===== config.mk =====
export PLATFORM = sky130hd
export DESIGN_NAME = masked_bv8_inv_stage2_lanes
export DESIGN_NICKNAME = d
export VERILOG_FILES = /design/src/rtl/masked_bv8_inv_stage2_lanes.sv
export SDC_FILE = /design/constraint.sdc
export NUM_CORES = 1
export LEC_CHECK = 0
export CAP_MARGIN = 20
export CORE_UTILIZATION = 25
export DETAILED_ROUTE_END_ITERATION = 8
export PLACE_DENSITY = 0.49
export SLEW_MARGIN = 40
export SYNTH_ARGS = -nofsm -noshare
export SYNTH_HDL_FRONTEND = slang
export SYNTH_SLANG_ARGS = --single-unit

===== constraint.sdc =====
create_clock -name in_clock -period 3.4 [get_ports in_clock]
set_input_delay 0.68 -clock in_clock [delete_from_list [all_inputs] [get_ports in_clock]]
set_output_delay 0.68 -clock in_clock [all_outputs]
set_load 0.005 [all_outputs]

===== src/rtl/masked_bv8_inv_stage2_lanes.sv =====
// Multi-lane masked stage 2 of the tower-field GF(2^8) inverse: masked theta of pow4 plus
// HPC1 products a0*pow4 and a1*pow4. Optional build macro: MASKED_STAGE2_ZEROIZE_EN.
package masked_bv8_stage2_pkg;

  // Fresh random bits per lane: joint refresh, two DOM products, theta DOM product.
  function automatic int stage_2_lat4_randoms(input int d);
    return 4 * (d - 1) + 10 * ((d * (d - 1)) / 2);
  endfunction

  // Index of the unordered share pair (i, j), i < j, in a d-share DOM gadget.
  function automatic int pair_idx(input int d, input int i, input int j);
    return i * d - (i * (i + 1)) / 2 + (j - i - 1);
  endfunction

  // GF(2^2) element {b1,b0} = b1*w + b0 with w^2 = w + 1.
  function automatic logic [1:0] gf22_mul(input logic [1:0] a, input logic [1:0] b);
    return {(a[1] & b[1]) ^ (a[1] & b[0]) ^ (a[0] & b[1]), (a[1] & b[1]) ^ (a[0] & b[0])};
  endfunction

  function automatic logic [1:0] gf22_sq(input logic [1:0] a);
    return {a[1], a[1] ^ a[0]};
  endfunction

  function automatic logic [1:0] gf22_scl_n(input logic [1:0] a);
    return {a[1] ^ a[0], a[1]};
  endfunction

  // GF(2^4) = GF(2^2)[y] / (y^2 + y + w), nibble = {high, low}.
  function automatic logic [3:0] gf4_mul(input logic [3:0] a, input logic [3:0] b);
    logic [1:0] hh;
    hh = gf22_mul(a[3:2], b[3:2]);
    return {hh ^ gf22_mul(a[3:2], b[1:0]) ^ gf22_mul(a[1:0], b[3:2]),
            gf22_scl_n(hh) ^ gf22_mul(a[1:0], b[1:0])};
  endfunction

endpackage

module masked_bv8_inv_stage2_lanes
  import masked_bv8_stage2_pkg::*;
#(
  parameter int NUM_SHARES  = 2,
  parameter int NUM_LANES   = 1,
  parameter int STALL_CNT_W = 16,
  localparam int LANE_RANDOM = stage_2_lat4_randoms(NUM_SHARES)
) (
  input  logic                                      in_clock,
  input  logic                                      in_reset,
  input  logic                                      in_valid,
  output logic                                      out_ready,
  input  logic [NUM_LANES-1:0][NUM_SHARES-1:0][3:0] in_a0_t1,
  input  logic [NUM_LANES-1:0][NUM_SHARES-1:0][3:0] in_a1_t1,
  input  logic [NUM_LANES-1:0][NUM_SHARES-1:0][3:0] in_pow4_t1,
  input  logic [NUM_LANES*LANE_RANDOM-1:0]          in_random,
  input  logic                                      in_random_valid,
  output logic                                      out_theta_valid,
  output logic [NUM_LANES-1:0][NUM_SHARES-1:0][1:0] out_theta_t2,
  output logic                                      out_mul_valid,
  output logic [NUM_LANES-1:0][NUM_SHARES-1:0][3:0] out_mul_a0_t3,
  output logic [NUM_LANES-1:0][NUM_SHARES-1:0][3:0] out_mul_a1_t3,
  output logic [STALL_CNT_W-1:0]                    out_stall_count
);

  localparam int NS    = NUM_SHARES;
  localparam int NL    = NUM_LANES;
  localparam int NP    = (NS * (NS - 1)) / 2;
  localparam int OFF_R = 2 * NP;
  localparam int OFF_L = 6 * NP;
  localparam int OFF_J = 10 * NP;

  logic                            accept_s;
  logic                            gate_s;
  logic [NL-1:0][NS-1:0][3:0]      a0_g_s;
  logic [NL-1:0][NS-1:0][3:0]      a1_g_s;
  logic [NL-1:0][NS-1:0][3:0]      pw_g_s;
  logic [NL*LANE_RANDOM-1:0]       rnd_g_s;

  logic                            v1_d, v1_q;
  logic                            v2_d, v2_q;
  logic [STALL_CNT_W-1:0]          stall_cnt_d, stall_cnt_q;
  logic [NL-1:0][NS-1:0][NS-1:0][1:0] th_terms_d, th_terms_q;
  logic [NL-1:0][NS-1:0][3:0]      a0_d, a0_q;
  logic [NL-1:0][NS-1:0][3:0]      a1_d, a1_q;
  logic [NL-1:0][NS-1:0][3:0]      pw_ref_d, pw_ref_q;
  logic [NL-1:0][NP-1:0][3:0]      rl_d, rl_q;
  logic [NL-1:0][NP-1:0][3:0]      rr_d, rr_q;
  logic [NL-1:0][NS-1:0][NS-1:0][3:0] m0_terms_d, m0_terms_q;
  logic [NL-1:0][NS-1:0][NS-1:0][3:0] m1_terms_d, m1_terms_q;

  logic [LANE_RANDOM-1:0]          lane_rnd_s;
  logic [NP-1:0][1:0]              th_r_s;
  logic [NS-1:0][3:0]              jr_s;
  logic [3:0]                      mz_s;
  logic [1:0]                      th_t_s;
  logic [3:0]                      p0_s, p1_s;
  logic [NL-1:0][NS-1:0][1:0]      theta_x_s;
  logic [NL-1:0][NS-1:0][3:0]      mul0_x_s, mul1_x_s;

  assign out_ready       = in_random_valid;
  assign out_theta_valid = v1_q;
  assign out_mul_valid   = v2_q;
  assign out_stall_count = stall_cnt_q;

  // Accept decision and the optional zeroization of everything entering the gadgets.
  always_comb begin
    accept_s = in_valid & in_random_valid;
`ifdef MASKED_STAGE2_ZEROIZE_EN
    gate_s = accept_s;
`else
    gate_s = 1'b1;
`endif
    a0_g_s  = gate_s ? in_a0_t1   : '0;
    a1_g_s  = gate_s ? in_a1_t1   : '0;
    pw_g_s  = gate_s ? in_pow4_t1 : '0;
    rnd_g_s = gate_s ? in_random  : '0;
  end

  // Valid pipe, saturating starvation counter and a0/a1 hold register.
  always_comb begin
    v1_d = accept_s;
    v2_d = v1_q;
    if (in_valid && !in_random_valid && (stall_cnt_q != {STALL_CNT_W{1'b1}})) begin
      stall_cnt_d = stall_cnt_q + {{(STALL_CNT_W-1){1'b0}}, 1'b1};
    end else begin
      stall_cnt_d = stall_cnt_q;
    end
    a0_d = a0_g_s;
    a1_d = a1_g_s;
  end

  // First layer: theta DOM terms, pow4 refresh with masked zero, capture of product randomness.
  always_comb begin
    th_terms_d = '0;
    pw_ref_d   = '0;
    rl_d       = '0;
    rr_d       = '0;
    lane_rnd_s = '0;
    th_r_s     = '0;
    jr_s       = '0;
    mz_s       = 4'h0;
    th_t_s     = 2'b00;
    for (int ln = 0; ln < NL; ln++) begin
      lane_rnd_s = rnd_g_s[ln*LANE_RANDOM +: LANE_RANDOM];
      for (int k = 0; k < NP; k++) begin
        th_r_s[k]   = lane_rnd_s[2*k +: 2];
        rr_d[ln][k] = lane_rnd_s[OFF_R + 4*k +: 4];
        rl_d[ln][k] = lane_rnd_s[OFF_L + 4*k +: 4];
      end
      // jr_s[NS-1] stays zero so the ring below is a sharing of zero
      jr_s = '0;
      for (int k = 0; k < NS - 1; k++) begin
        jr_s[k] = lane_rnd_s[OFF_J + 4*k +: 4];
      end
      for (int i = 0; i < NS; i++) begin
        mz_s = jr_s[i] ^ jr_s[(i > 0) ? i - 1 : NS - 1];
        pw_ref_d[ln][i] = pw_g_s[ln][i] ^ mz_s;
      end
      for (int i = 0; i < NS; i++) begin
        for (int j = 0; j < NS; j++) begin
          th_t_s = gf22_mul(pw_g_s[ln][i][3:2], pw_g_s[ln][j][1:0]);
          if (i == j) begin
            th_t_s = th_t_s ^ gf22_scl_n(gf22_sq(pw_g_s[ln][i][3:2])) ^ gf22_sq(pw_g_s[ln][i][1:0]);
          end else begin
            th_t_s = th_t_s ^ th_r_s[(i < j) ? pair_idx(NS, i, j) : pair_idx(NS, j, i)];
          end
          th_terms_d[ln][i][j] = th_t_s;
        end
      end
    end
  end

  // Second HPC1 layer: held a0/a1 meet refreshed pow4, cross terms blinded before registering.
  always_comb begin
    m0_terms_d = '0;
    m1_terms_d = '0;
    p0_s       = 4'h0;
    p1_s       = 4'h0;
    for (int ln = 0; ln < NL; ln++) begin
      for (int i = 0; i < NS; i++) begin
        for (int j = 0; j < NS; j++) begin
          p0_s = gf4_mul(a0_q[ln][i], pw_ref_q[ln][j]);
          p1_s = gf4_mul(a1_q[ln][i], pw_ref_q[ln][j]);
          if (i != j) begin
            p0_s = p0_s ^ rl_q[ln][(i < j) ? pair_idx(NS, i, j) : pair_idx(NS, j, i)];
            p1_s = p1_s ^ rr_q[ln][(i < j) ? pair_idx(NS, i, j) : pair_idx(NS, j, i)];
          end else begin
            p0_s = p0_s;
            p1_s = p1_s;
          end
          m0_terms_d[ln][i][j] = p0_s;
          m1_terms_d[ln][i][j] = p1_s;
        end
      end
    end
  end

  // Output share compression of the registered DOM terms.
  always_comb begin
    theta_x_s = '0;
    mul0_x_s  = '0;
    mul1_x_s  = '0;
    for (int ln = 0; ln < NL; ln++) begin
      for (int i = 0; i < NS; i++) begin
        for (int j = 0; j < NS; j++) begin
          theta_x_s[ln][i] = theta_x_s[ln][i] ^ th_terms_q[ln][i][j];
          mul0_x_s[ln][i]  = mul0_x_s[ln][i] ^ m0_terms_q[ln][i][j];
          mul1_x_s[ln][i]  = mul1_x_s[ln][i] ^ m1_terms_q[ln][i][j];
        end
      end
    end
`ifdef MASKED_STAGE2_ZEROIZE_EN
    out_theta_t2  = v1_q ? theta_x_s : '0;
    out_mul_a0_t3 = v2_q ? mul0_x_s  : '0;
    out_mul_a1_t3 = v2_q ? mul1_x_s  : '0;
`else
    out_theta_t2  = theta_x_s;
    out_mul_a0_t3 = mul0_x_s;
    out_mul_a1_t3 = mul1_x_s;
`endif
  end

  // Pipeline registers; reset drops in-flight beats and clears all gadget state.
  always_ff @(posedge in_clock) begin
    if (in_reset) begin
      v1_q        <= 1'b0;
      v2_q        <= 1'b0;
      stall_cnt_q <= '0;
      th_terms_q  <= '0;
      a0_q        <= '0;
      a1_q        <= '0;
      pw_ref_q    <= '0;
      rl_q        <= '0;
      rr_q        <= '0;
      m0_terms_q  <= '0;
      m1_terms_q  <= '0;
    end else begin
      v1_q        <= v1_d;
      v2_q        <= v2_d;
      stall_cnt_q <= stall_cnt_d;
      th_terms_q  <= th_terms_d;
      a0_q        <= a0_d;
      a1_q        <= a1_d;
      pw_ref_q    <= pw_ref_d;
      rl_q        <= rl_d;
      rr_q        <= rr_d;
      m0_terms_q  <= m0_terms_d;
      m1_terms_q  <= m1_terms_d;
    end
  end

endmodule


==> results of run 1 <==
==> kinds of logic (layout without fill, tap and decap cells) <==
logic type      after synthesis  after routing  share of synthesized area (%)
xor+xnor                    124            124                           20.3
simple gates                223            223                           19.9
flops                        90             90                           30.6
fa+ha+maj                     1              1                          0.213
compound gates              105            105                           12.7
buf+inv                      69            115                           6.59
mux                          51             51                           9.61
==> layer usage <==
layer | part of all wire [%] | track usage [%] | up-vias
met5 | 0 | 0 | -
met4 | 2.0 | 5.14 | 0
met3 | 4.2 | 2.48 | 17
met2 | 44 | 18.1 | 82
met1 | 50 | 15.1 | 2014
li1 | - | - | 2309
==> cell type report <==
cell class                      count  area, µm²  area share [%]
Clock inverter                      5       62.6           0.880
Timing Repair Buffer               91        891            12.5
Inverter                            8       30.0           0.422
Tap cell                          313        392            5.51
Multi-Input combinational cell    504       3690            51.9
Clock buffer                       11        243            3.41
Sequential cell                    90       1800            25.3
==> where the power goes <==
group	internal, mW	switching, mW	leakage (nW)	total (mW)
combinational	0.391	0.285	1.72	0.675
clock	0.594	0.436	0.142	1.03
sequential	1.13	0.0940	0.743	1.23
total	2.12	0.815	2.61	2.93
==> Yosys cell counts (all sizes together) (3+ instances only) <==
cell    count  area share, %
mux2i      16            2.7
a22o        3           0.45
a221oi      8            1.9
clkbuf     19            1.2
nor4        3           0.32
nor4b       4            1.1
inv         8           0.51
a22oi      29            3.9
nor3        3           0.34
nor2b      30            3.2
or3b        7            1.0
buf        42            4.9
nand2b     21            2.2
o21ai      40            3.4
dfxtp      90             31
xnor2      64            9.5
nand4       4           0.43
a211oi      4           0.51
and4        5           0.85
mux2       35            6.9
xnor3       8            3.1
nor2       79            5.0
a21oi      13            1.1
nor4bb      3           0.51
xor2       52            7.7
nand2      54            3.4
==> state kept, by name, summed over array words and instances, names as in the netlist <==
signal           cells
th_terms_q           8
out_theta_valid      1
rr_q                 4
m0_terms_q          16
rl_q                 4
out_mul_valid        1
out_stall_count     16
m1_terms_q          16
a0_q                 8
a1_q                 8
pw_ref_q             8
==> worst max-delay path by stage <==
stage	endpoint	slack [ns]	cells past startpoint
after floorplan	out_stall_count[11]$_SDFFE_PP0P_	1.60	5
after global placement	out_ready	1.00	2
after global routing	out_ready	0.97	2
after CTS	out_ready	0.99	2
after detailed placement	out_ready	1.0	2
final	out_ready	0.99	2
==> through the flow <==
stage,setup WS (ns),instance area (µm²),total power [mW]
after CTS,0.989,7110,2.98
after global placement,1.00,6810,1.94
after floorplan,1.60,5880,1.69
after global routing,0.967,7110,3.10
final,0.988,7110,2.93
after detailed placement,1.00,6810,1.94
==> worst reg2reg max path: stages, from the launching register on <==
cell and delay (ns):
dfxtp_1 0.83, nand2b_1 0.24, o21ai_0 0.12, a22oi_1 0.30, xnor3_1 0.37, nor2_1 0.08
==> flow_summary.toml, run 1 <==
[critical_path]
crit_family = "buffers and inverters"
crit_start = "in_random_valid"
worst_ep_required_time_ns = 2.72
crit_fanout = 5
critPathLaunchType = "input port"
rr_endpoint = "m1_terms_q[9]$_SDFF_PP0_"
slowest_stage = "clkdlybuf4s50_1"
crit_chain = "clkdlybuf4s50_1 -> clkdlybuf4s50_1"
cp_num_buf_inv = 2
max_stage_delay_ns = 0.53
crit_top_cell = "clkdlybuf4s50_1"
path_class = "in2out"
end_kind = "output port"
cp.arrival_ns = 1.73
reg2reg_from = "pw_ref_q[2]$_SDFF_PP0_"
r2r_cells = 5
r2r_slack_ns = 1.40

[sta]
relSlewSlack_pct = 47.3
hold_viol = 0
setup_violations = 0
rsz0062_at_grt = "no"
max_freq_ghz = 0.415
holdWs_ns = 0.468
slew_viol_final = 0
period_needed_ns = 2.41
timing.final.crit_share_pct = 70.9
worst_pin_slew_ns = 0.789
finalSetupTns_ns = 0
fin_skew_ns = 0.00619

[drt]
drc = 0
first_pass_iters = 4
vias = 4422
wl_per_cell_um = 13.1
drtIter0Drc = 157
drt_wl_total_um = 13400
avgViaCountPerCell = 4.33
antenna_left = 0

[floorplanning]
ios = 81
dieWidth_um = 155
dieArea_mm2 = 0.0242
start_util_pct = 25.8
placeableCoreArea_mm2 = 0.0228
fp.dieH_um = 155
rows = 55

[worst_hold_path]
min_to = "out_mul_valid$_SDFF_PP0_"
hold_path.class = "reg2reg"
hold_path.startpoint = "out_theta_valid$_SDFF_PP0_"
min_path_cells = 1

[finish]
diodes = 0
fin_nets = 747
n_fill_cell = 2468
layout_common_cells = "90 x dfxtp_1, 79 x nor2_1, 79 x clkdlybuf4s50_1, 64 x xnor2_1, 54 x nand2_1"
synthToLayoutAreaGrowth_pct = 20.9
drive_gt1_share_pct = 12.0
postLayoutCoreUtil_pct = 31.1
stdcell_count = 1022
layout_commonest_cell = "dfxtp_1"

[clock_network]
cts_buffers = 9
cts_tree = "done"
clock-root-buffer = "clkbuf_16"
cts_resized = 0
clockBufferDepth = 2
htree_levels = 3
cts_hold_buf = 0
path_clk_slew_ns = 0.07
worstSkewPairLatency_ns = 0.35
clock_sinks = 90
postCtsSetupRepairBufs = 0

[global_route]
antenna_found_initial = 0
grt_first_pass_wirelength_um = 21900
grt_pass1_vias = 4261
track_usage_pct = 11.5
grt.overflow.total = 0
grt_max_degree = 43

[logic_synthesis]
avgSynthCellArea_um2 = 8.87
syn_nets = 706
synthArstFlopShare_pct = 0
synth_edf_count = 0
synthDistinctLibCells = 54
syn_area_mm2 = 0.00588
yosys_warnings = 0
synth-main-ff-cell = "dfxtp_1"
ys_seq_area_share_pct = 30.6
syn-instance-count = 663
ys_ff_latch = 90

[placed_design]
place_inst = 1006
finalWeightedCongestion = 0.764
hpwlAfterDp_um = 9410
numPortBuffers = 80

[power]
peakVddDrop_mv = 0.248
p_leak_nw = 2.61
powerDensity_mw_per_mm2 = 412

[status]
status = "finished clean"

[run]
cap_viol_max_count = 0
No activity file was read; power rests on OpenSTA's default activity.
==> run 2, diff against run 1 <==
clock period = 2.4 ns   (was 3.4 ns; I/O delays follow)
==> run 2 against run 1 <==
Sequential cell count unchanged. Final area is 1.0% higher. Wire length decreased by 1.6%. Power grew 39%. Critical endpoint unchanged.
==> flow_summary.toml, run 2 (same netlist as run 1, synthesis figures left out) <==
[status]
status = "finished clean"

[critical_path]
slowest_stage = "clkdlybuf4s50_1"
critPathLaunchType = "input port"
r2r_slack_ns = 0.57
worst_ep_required_time_ns = 1.92
path_class = "in2out"
crit_family = "buffers and inverters"
cp.arrival_ns = 1.52
rr_endpoint = "out_stall_count[14]$_SDFFE_PP0P_"
crit_chain = "clkdlybuf4s50_1 -> clkdlybuf4s50_1"
crit_fanout = 5
max_stage_delay_ns = 0.52
r2r_cells = 6
cp_num_buf_inv = 2
crit_top_cell = "clkdlybuf4s50_1"
end_kind = "output port"
reg2reg_from = "out_stall_count[0]$_SDFFE_PP0P_"

[drt]
antenna_left = 0
drc = 0
drt_wl_total_um = 13200
avgViaCountPerCell = 4.29
first_pass_iters = 4
wl_per_cell_um = 12.8
vias = 4425
drtIter0Drc = 148

[finish]
fin_nets = 757
layout_commonest_cell = "dfxtp_1"
postLayoutCoreUtil_pct = 31.4
drive_gt1_share_pct = 13.4
synthToLayoutAreaGrowth_pct = 22.1
n_fill_cell = 2511
stdcell_count = 1032
layout_common_cells = "90 x dfxtp_1, 79 x nor2_1, 79 x clkdlybuf4s50_1, 64 x xnor2_1, 54 x nand2_1"
diodes = 0

[sta]
setup_violations = 0
worst_pin_slew_ns = 0.532
finalSetupTns_ns = 0
slew_viol_final = 0
fin_skew_ns = 0.00706
relSlewSlack_pct = 64.5
period_needed_ns = 2.00
rsz0062_at_grt = "no"
hold_viol = 0
timing.final.crit_share_pct = 83.5
max_freq_ghz = 0.499
holdWs_ns = 0.476

[clock_network]
cts_tree = "done"
cts_hold_buf = 0
clock_sinks = 90
cts_resized = 0
postCtsSetupRepairBufs = 0
cts_buffers = 9
worstSkewPairLatency_ns = 0.36
htree_levels = 3
path_clk_slew_ns = 0.06
clockBufferDepth = 2
clock-root-buffer = "clkbuf_16"

[floorplanning]
fp.dieH_um = 155
placeableCoreArea_mm2 = 0.0228
rows = 55
ios = 81
dieWidth_um = 155
dieArea_mm2 = 0.0242
start_util_pct = 25.8

[run]
cap_viol_max_count = 0

[power]
peakVddDrop_mv = 0.332
p_leak_nw = 2.66
powerDensity_mw_per_mm2 = 568

[placed_design]
hpwlAfterDp_um = 9350
place_inst = 1016
finalWeightedCongestion = 0.762
numPortBuffers = 80

[worst_hold_path]
hold_path.startpoint = "out_theta_valid$_SDFF_PP0_"
hold_path.class = "reg2reg"
min_path_cells = 1
min_to = "out_mul_valid$_SDFF_PP0_"

[global_route]
grt_first_pass_wirelength_um = 21600
antenna_found_initial = 0
grt.overflow.total = 0
track_usage_pct = 11.3
grt_max_degree = 91
grt_pass1_vias = 4221
## run 2: changes by cell type in the layout (fill, tap and decap cells not counted), sizes merged
| cell | previous run | this run |
|---|---|---|
| inv | 9 | 10 |
| clkinvlp | 2 | 0 |
| buf | 12 | 22 |
| bufinv | 1 | 0 |
| clkinv | 1 | 3 |
## run 2: how the worst max path moves through the flow
stage / slack (ns) / depth (start not counted) / to / startpoint
after floorplan: 0.79 / 6 / out_stall_count[14]$_SDFFE_PP0P_ / out_stall_count[0]$_SDFFE_PP0P_
after global placement: 0.22 / 6 / out_stall_count[11]$_SDFFE_PP0P_ / in_random_valid
after detailed placement: 0.20 / 6 / out_stall_count[7]$_SDFFE_PP0P_ / in_random_valid
after CTS: 0.38 / 2 / out_ready / in_random_valid
after global routing: 0.36 / 2 / out_ready / in_random_valid
final: 0.40 / 2 / out_ready / in_random_valid
## run 2: final cells by class
cell class / count / area [µm²] / area share [%]
well taps: 313 / 392 / 5.45
clock inverters: 5 / 36.3 / 0.505
flip-flops and latches: 90 / 1800 / 25.1
repair buffers: 101 / 978 / 13.6
multi-input cells: 504 / 3690 / 51.4
clock buffers: 11 / 253 / 3.52
inverters: 8 / 30.0 / 0.418
## run 2: per-stage QoR
step / total power, mW / setup slack (ns) / area (µm²)
3_5_place_dp: 2.77 / 0.200 / 6900
5_1_grt: 4.33 / 0.361 / 7180
6_report: 4.08 / 0.396 / 7180
3_3_place_gp: 2.77 / 0.222 / 6900
4_1_cts: 4.16 / 0.384 / 7180
2_1_floorplan: 2.40 / 0.789 / 5880
## run 2: worst reg2reg max path: stages, from the launching register on
cell and delay (ns):
dfxtp_1 0.43, ha_1 0.31, and3b_1 0.26, nand3_2 0.18, nor4_1 0.33, xnor2_1 0.16
nor2_1 0.05
## run 2: power by group
part	internal [mW]	switching [mW]
sequential	1.61	0.108
clock	0.764	0.606
combinational	0.571	0.428
total	2.94	1.14
## run 2: per-layer routing
metal | share of wire [%] | vias to the layer above | GRT usage (%)
li1 | - | 2338 | -
met1 | 50 | 2007 | 14.8
met2 | 45 | 67 | 18.0
met3 | 4.2 | 13 | 2.95
met4 | 1.4 | 0 | 4.06
met5 | 0 | - | 0
==> run 3, diff against run 2 <==
clock period = 2.05 ns   (was 2.4 ns; I/O delays follow)
==> run 3 against run 2 <==
First-iteration DRC count is the same. Hold slack got worse by 0.011 ns. Sequential share of layout area shrank 0.45 points. Combinational power is 20% higher. Final area is 1.8% higher. Sequential cell count unchanged. Clock power is 12% higher. Register-to-register slack got worse by 0.37 ns.
==> flow_summary.toml, run 3 (same netlist as run 1, synthesis figures left out) <==
[status]
status = "finished clean"

[critical_path]
reg2reg_from = "pw_ref_q[7]$_SDFF_PP0_"
crit_top_cell = "clkdlybuf4s50_1"
crit_chain = "clkdlybuf4s50_1 -> buf_4 -> clkdlybuf4s50_1"
cp_num_buf_inv = 3
cp.arrival_ns = 1.51
critPathLaunchType = "input port"
r2r_slack_ns = 0.20
crit_family = "buffers and inverters"
r2r_cells = 5
rr_endpoint = "m1_terms_q[15]$_SDFF_PP0_"
end_kind = "output port"
slowest_stage = "clkdlybuf4s50_1"
crit_fanout = 3
cp-endpoint = "out_ready"
max_stage_delay_ns = 0.49
crit_start = "in_random_valid"
worst_ep_required_time_ns = 1.64
path_class = "in2out"
path_depth = 3

[clock_network]
htree_levels = 3
clock_sinks = 90
clock-root-buffer = "clkbuf_16"
cts_tree = "done"
cts_hold_buf = 0
postCtsSetupRepairBufs = 0
worstSkewPairLatency_ns = 0.35
clockBufferDepth = 2
cts_buffers = 9
cts_resized = 0
path_clk_slew_ns = 0.07

[sta]
timing.final.crit_share_pct = 93.5
hold_viol = 0
max_freq_ghz = 0.522
rsz0062_at_grt = "no"
setup_violations = 0
slew_viol_final = 0
fin_skew_ns = 0.00506
relSlewSlack_pct = 61.4
finalSetupTns_ns = 0
worst_pin_slew_ns = 0.578
period_needed_ns = 1.92
holdWs_ns = 0.465

[run]
cap_viol_max_count = 0

[global_route]
grt.overflow.total = 0
grt_max_degree = 46
grt_first_pass_wirelength_um = 22400
antenna_found_initial = 0
track_usage_pct = 11.7
grt_pass1_vias = 4330

[finish]
layout_commonest_cell = "dfxtp_1"
fin_nets = 776
synthToLayoutAreaGrowth_pct = 24.4
layout_common_cells = "90 x dfxtp_1, 79 x nor2_1, 79 x clkdlybuf4s50_1, 64 x xnor2_1, 54 x nand2_1"
drive_gt1_share_pct = 15.5
diodes = 0

[power]
p_seq_share_pct = 42.5
switching_share_pct = 28.4
powerDensity_mw_per_mm2 = 649
peakVddDrop_mv = 0.408
p_leak_nw = 2.75
switchingPower_mw = 1.35
p_clk_share_pct = 32.2
power_frac_comb_pct = 25.3
p_int_mw = 3.40

[drt]
avgViaCountPerCell = 4.31
drc = 0
drt_wl_total_um = 13700
drtIter0Drc = 148
wl_per_cell_um = 13.0
first_pass_iters = 4
antenna_left = 0
vias = 4523

[placed_design]
numPortBuffers = 80
finalWeightedCongestion = 0.795
hpwlAfterDp_um = 9900

[floorplanning]
rows = 55
start_util_pct = 25.8
ios = 81
placeableCoreArea_mm2 = 0.0228
fp.dieH_um = 155
dieArea_mm2 = 0.0242
dieWidth_um = 155

[worst_hold_path]
hold_path.class = "reg2reg"
min_path_cells = 1
-- run 3: cell count changes in the layout (fill, tap and decap cells not counted) --
cell and delta:
buf_4 +18, clkbuf_8 -2, buf_12 +1, clkinv_2 +1, clkinv_4 -1, inv_6 +1
-- run 3: layout make-up --
cell class                      count  area (µm²)
Fill cell                        2485       15500
Multi-Input combinational cell    504        3690
Clock buffer                        9         225
Tap cell                          313         392
Timing Repair Buffer              120        1130
Sequential cell                    90        1800
Inverter                            8        30.0
Clock inverter                      6        41.3
-- run 3: per-stage QoR --
| step | instance area (µm²) | utilization [%] | worst slack (ns) | total power, mW | instances |
|---|---|---|---|---|---|
| after floorplan | 5880 | - | 0.439 | 2.81 | 663 |
| after global placement | 7050 | 30.9 | 0.0460 | 3.28 | 1035 |
| after detailed placement | 7050 | 30.9 | 0.0363 | 3.28 | 1035 |
| after CTS | 7320 | 32.0 | 0.130 | 4.84 | 1050 |
| after global routing | 7320 | 32.0 | 0.0809 | 5.03 | 1050 |
| final | 7320 | 32.0 | 0.133 | 4.75 | 1050 |
-- run 3: power by group through the flow --
stage	registers (mW)	clock network [mW]	logic [mW]
floorplan	1.98	0	0.828
global placement	2.06	0	1.22
detailed placement	2.06	0	1.22
CTS	2.02	1.59	1.23
global route	2.04	1.66	1.32
finish	2.02	1.53	1.20
-- run 3: routing by layer --
layer,vias to the layer above,wire length [µm],global-route usage [%]
li1,2368,-,-
met1,2076,6860,15.7
met2,67,6060,18.1
met3,12,580,3.04
met4,0,181,3.41
met5,-,0,0
-- run 3: how the worst min path moves through the flow --
stage | startpoint | endpoint
6_report | out_theta_valid$_SDFF_PP0_ | out_mul_valid$_SDFF_PP0_
5_1_grt | out_theta_valid$_SDFF_PP0_ | out_mul_valid$_SDFF_PP0_
4_1_cts | out_theta_valid$_SDFF_PP0_ | out_mul_valid$_SDFF_PP0_
3_5_place_dp | out_theta_valid$_SDFF_PP0_ | out_mul_valid$_SDFF_PP0_
3_3_place_gp | out_theta_valid$_SDFF_PP0_ | out_mul_valid$_SDFF_PP0_
2_1_floorplan | out_theta_valid$_SDFF_PP0_ | out_mul_valid$_SDFF_PP0_
-- run 3: worst reg2reg max path: cells and delay by family (launching register included) --
family | cells | cell delay (ns)
flops | 1 | 0.58
xor+xnor | 1 | 0.40
compound gates | 2 | 0.38
buf+inv | 1 | 0.33
simple gates | 1 | 0.04
